--- src/rtl/keccak_rc_gen.sv ---
// Keccak-p round-constant generator: the iota LFSR unrolled to yield
// ROUNDS_PER_CYCLE truncated constants per step, with round/last/done tracking.
module keccak_rc_gen #(
  parameter int LANE_WIDTH       = 64,
  parameter int ROUNDS_PER_CYCLE = 1
) (
  input  logic                                 clk,
  input  logic                                 resetn,
  input  logic                                 start_i,
  input  logic                                 next_i,
  output logic                                 busy_o,
  output logic [4:0]                           round_out_o,
  output logic [ROUNDS_PER_CYCLE*LANE_WIDTH-1:0] const_out_o,
  output logic                                 last_o,
  output logic                                 done_o
);

  localparam int L        = $clog2(LANE_WIDTH);
  localparam int N_ROUNDS = 12 + 2 * L;
  localparam int K        = ROUNDS_PER_CYCLE;
  localparam int CW       = K * LANE_WIDTH;
  localparam logic [4:0] K5     = 5'(K);
  localparam logic [4:0] LAST_R = 5'(N_ROUNDS - K);
  localparam bit   LAST_AT_START = (K == N_ROUNDS);

  if (!(LANE_WIDTH == 8 || LANE_WIDTH == 16 || LANE_WIDTH == 32 || LANE_WIDTH == 64))
  begin : g_bad_width
    $error("keccak_rc_gen: LANE_WIDTH must be 8, 16, 32 or 64");
  end
  if (K < 1 || (N_ROUNDS % K) != 0) begin : g_bad_k
    $error("keccak_rc_gen: ROUNDS_PER_CYCLE must divide the round count");
  end

  typedef enum logic {IDLE, RUN} state_t;

  state_t         state_q;
  logic [7:0]     lfsr_q, lfsr_d, seed;
  logic [CW-1:0]  const_q, rc_d;
  logic [4:0]     round_q;
  logic           busy_q, last_q, done_q;
  logic [7:0]     st;
  logic [63:0]    lane;

  // Unroll 7*K LFSR steps; a restart always seeds from the round-0 state.
  always_comb begin
    seed = start_i ? 8'h01 : lfsr_q;
    st   = seed;
    rc_d = '0;
    lane = '0;
    for (int r = 0; r < K; r++) begin
      lane = '0;
      for (int j = 0; j < 7; j++) begin
        lane = lane | (64'(st[0]) << ((1 << j) - 1));
        st   = {st[6:0], 1'b0} ^ (st[7] ? 8'h71 : 8'h00);
      end
      rc_d[r*LANE_WIDTH +: LANE_WIDTH] = lane[LANE_WIDTH-1:0];
    end
    lfsr_d = st;
  end

  always_ff @(posedge clk) begin
    if (!resetn) begin
      state_q <= IDLE;
      busy_q  <= 1'b0;
      last_q  <= 1'b0;
      done_q  <= 1'b0;
      round_q <= '0;
      const_q <= '0;
      lfsr_q  <= 8'h01;
    end else begin
      done_q <= 1'b0;
      if (start_i) begin
        state_q <= RUN;
        busy_q  <= 1'b1;
        round_q <= '0;
        const_q <= rc_d;
        lfsr_q  <= lfsr_d;
        last_q  <= LAST_AT_START;
      end else if (state_q == RUN && next_i) begin
        if (last_q) begin
          state_q <= IDLE;
          busy_q  <= 1'b0;
          last_q  <= 1'b0;
          round_q <= '0;
          const_q <= '0;
          lfsr_q  <= 8'h01;
          done_q  <= 1'b1;
        end else begin
          round_q <= round_q + K5;
          const_q <= rc_d;
          lfsr_q  <= lfsr_d;
          last_q  <= ((round_q + K5) == LAST_R);
        end
      end
    end
  end

  assign busy_o      = busy_q;
  assign round_out_o = round_q;
  assign const_out_o = const_q;
  assign last_o      = last_q;
  assign done_o      = done_q;

endmodule
--- config.mk ---
export PLATFORM = sky130hd
export DESIGN_NAME = keccak_rc_gen
export DESIGN_NICKNAME = d
export VERILOG_FILES = /design/src/rtl/keccak_rc_gen.sv
export SDC_FILE = /design/constraint.sdc
export NUM_CORES = 1
export LEC_CHECK = 0
export CAP_MARGIN = 10
export CORE_ASPECT_RATIO = 0.7
export CORE_MARGIN = 1.5
export CORE_UTILIZATION = 39
export DETAILED_ROUTE_END_ITERATION = 6
export PLACE_DENSITY = 0.8
export SETUP_SLACK_MARGIN = 0.1
export SKIP_CTS_REPAIR_TIMING = 1
export SLEW_MARGIN = 10
export SYNTH_ARGS = -nofsm -noshare
export SYNTH_HDL_FRONTEND = slang
export SYNTH_SLANG_ARGS = --single-unit
--- constraint.sdc ---
create_clock -name clk -period 1.8 [get_ports clk]
set_clock_uncertainty 0.15 [all_clocks]
set_input_delay 0.18 -clock clk [delete_from_list [all_inputs] [get_ports clk]]
set_output_delay 0.18 -clock clk [all_outputs]
set_load 0.005 [all_outputs]
Word-level counts from Yosys, hierarchy flattened
Cells that the tools add are included.
- bits in registers: 80
- input bits: 4
- output and inout port bits: 72
- logic and storage cells: 49
- $add $sub $neg: 1
- equality and inequality tests: 1
- multiplexer cells: 20
- bitwise logic cells: 15
- reduce and logical (&&, ||, !) cells: 6
- operators by type and width (cell ; number):
    $mux W64 ; 3
    $or A32 B64 Y64 ; 1
    $xor A8 B7 Y8 ; 7
    $mux W7 ; 7
    $mux W8 ; 4
    $or A16 B32 Y32 ; 1
    $or A8 B16 Y16 ; 1
    $or A4 B8 Y8 ; 1
    $add A5 B1 Y5 const B ; 1
    $eq A5 B5 Y1 const B ; 1
    $mux W1 ; 5
    $mux W5 ; 1
    $or A2 B4 Y4 ; 1
    $reduce_bool A2 Y1 ; 2
    $reduce_or A3 Y1 ; 1
    $not A1 Y1 ; 2
    $or A1 B2 Y2 ; 1
    $reduce_and A2 Y1 ; 1
    $reduce_or A2 Y1 ; 1
    $logic_and A1 B1 Y1 ; 1

Logic depth before layout (Yosys ltp)
- depth in word-level cells: 18
- depth in mapped cells: 5
- gate-level depth less buffers: 5

Worst setup path before layout
Ideal clock, no wire load.
- kind: register -> register
- from: register round_q[2], in the netlist round_out_o[2]
- to: register last_q, in the netlist last_o
- setup time: 70 ps
- data arrival time: 1280 ps
- required time: 1580 ps
- path slack: 300 ps
- stages on the path, launching flop included: 5
- buffers on the path: 0
- period minus slack after synthesis: 1500 ps
- path through: dfxtp_1 nand3_1 xnor2_1 or4_1 a21oi_1
- longest elaborated chain between the ends: 3
- ends and longest elaborated chain (element ; RTL line ; source):
    start, declared ; 39 ; logic [4:0] round_q;
    start signal, assigned ; 89 ; round_q <= round_q + K5;
    $add A5 B1 Y5 ; 92 ; last_q <= ((round_q + K5) == LAST_R);
    $eq A5 B5 Y1 ; 92 ;
    $mux W1 ; 80 ; if (last_q) begin
    end signal, assigned ; 92 ;
    end, declared ; 40 ; logic busy_q, last_q, done_q;
No other way between the ends.
A chain may end at the register's enable or synchronous reset.

==> metrics.txt <==
status completed; Die Height 53.9 um; share of layout cells above drive strength 1 roughly 7.7%; HPWL after DPL 1.89 mm; DR vias between 900 and 1000; CTS sink cnt 20; CORE AREA ~3500 um^2; Main synth FF type dfxtp_1; Worst Setup SP lfsr_q[3]; Synth area leader buf_4; Post-Synthesis Cells approximately 180; via count normalized by instance count approximately 4; Layout area overhead 6.68%; ys async rst share 0%; Final setup viols 0; top-count cell post-synth buf_4; HP Class flop to flop; critical-path cell list clkdlybuf4s50_1; ANT cells 0; Yosys cell types 29; Worst path max stage delay around 560 ps; Hold Vio Cnt, Final 0; Ys Warns 0; worst hold path depth 2; MaxCap Viol Count 0; CP Class flop to primary output; ANT nets after route 0; # IOs 76; min-delay src const_out_o[3]; unrepaired setup endpoints after global routing no; critical path fanouts, max 5; total die area approximately 4100 um^2; clk buf depth 2; Post-synth EDFFs 0; CTS clk-pin slew, worst paths 70 ps; slowest CP cell clkdlybuf4s50_1; nets slightly above 200; register area share after synthesis approximately 28%; Worst EP arrival approximately 1300 ps; DRT Pass-1 Iters 4; H-tree Lvls 1; Final period util around 91%; Period minus WS final roughly 1600 ps; setup TNS 0 ps; worst reg2reg setup slack around 230 ps; GRT overflow 0; synthesized area per cell 8.19 um^2; largest net degree at the start of global routing 16; Yosys reg bits 20; CP Buf/Inv Count 1; CTS tree done; CP top delay family buffers and inverters; fmax ~0.61 GHz; WL final between 2 and 3 mm; Max rail drop VDD 0.000214 V; required time worst endpoint 1470 ps; Leak about 0.66 nW; std cell rows 18; chip width roughly 76 um; r2r startpoint lfsr_q[3]; total power approximately 0.94 mW; post-synth top area share 31.3%; initial antenna violation count 0; global-route wire length before repair between 3 and 4 mm; routability congestion estimate ~0.9; power per cell area just over 600 nW/um^2; CTS root buffer clkbuf_8; nature of the critical path startpoint flop; synth top area cells buf_4, dfxtp_1, xnor2_1, a21oi_1, nand3_1; clock buffer count from CTS 3; initial DRC count 23; Reg2Reg Depth 4; crit end category primary output; commonest cells in the netlist buf_4, dfxtp_1, a21oi_1; Residual DRC 0; Worst R2R End lfsr_q[5]; vias in the first global route about 840; max-slew violations 0; per-cell routed wire length slightly above 10 um; PortBufs 18; gr usage total a little over an eighth; starting density of the core between 40 and 50%; Synth Cell Area 1440 um^2; Endpoint, Worst Hold const_out_o[3]; clk_lat worst skew ~270 ps
metrics by stage:
step | setup WS, ps | instance area [um^2] | hold WS [ps] | util (%) | std cells
3_5_place_dp | 96.6 | 1480 | 299 | 41.9 | 242
6_report | 166 | 1540 | 310 | 43.5 | 246
2_1_floorplan | 300 | 1650 | 99.1 | - | 232
5_1_grt | 102 | 1540 | 332 | 43.5 | 246
3_3_place_gp | 114 | 1480 | 298 | 41.9 | 242
4_1_cts | 142 | 1540 | 315 | 43.5 | 246
cell type report:
class	count	area, um^2
fill	364	2000
multi-input combinational	143	767
sequential	20	402
timing repair buffer	26	240
tap	50	62.6
clock buffer	4	55.1
inverter	3	11.3
flip-flops by register name, indices dropped and copies added, names as in the netlist:
| signal | flops |
|---|---|
| round_out_o | 5 |
| busy_o | 1 |
| const_out_o | 4 |
| done_o | 1 |
| lfsr_q | 8 |
| last_o | 1 |
placed cells by master (no fill, tap or decap), drive strengths merged, types with 3 or more instances in the layout:
cell type / instances
clkdlybuf4s50: 18
inv: 3
a21oi: 13
xnor2: 11
a22oi: 3
nor2b: 4
nand3: 8
nor3: 4
nor2: 10
buf: 8
xor2: 5
conb: 57
clkbuf: 4
nand2: 10
dfxtp: 20
power by group:
group	switching [mW]	leakage (nW)	internal, mW
logic	0.0739	0.466	0.0498
clock network	0.154	0.0288	0.195
registers	0.0125	0.163	0.452
total	0.240	0.658	0.697
routing by layer:
metal | GRT usage [%] | vias up | wire, um
met1 | 17.2 | 461 | 1260
met2 | 19.7 | 33 | 1090
li1 | - | 496 | -
met5 | 0 | - | 0
met4 | 8.63 | 0 | 53
met3 | 5.06 | 4 | 138
cell families (layout without fill, tap and decap cells):
group | Yosys count | count (layout) | share of synthesized area, %
DFF | 20 | 20 | 27.8
and+or+nand+nor | 45 | 45 | 15.4
xor gates and xnor gates | 17 | 17 | 11.8
other | 1 | 57 | 0.260
muxes | 1 | 1 | 0.694
adders and majority gates | 2 | 2 | 1.74
AOI/OAI and AO/OA | 21 | 21 | 8.77
buffers and inverters | 69 | 33 | 33.6
worst max path at each step:
stage / to / slack (ps) / cells after the start
finish: const_out_o[15] / 170 / 1
CTS: last_o / 140 / 1
detailed placement: last_o / 100 / 4
floorplan: last_o / 300 / 4
global placement: last_o / 110 / 4
global route: const_out_o[15] / 100 / 1
No activity file was read; power rests on OpenSTA's default activity.
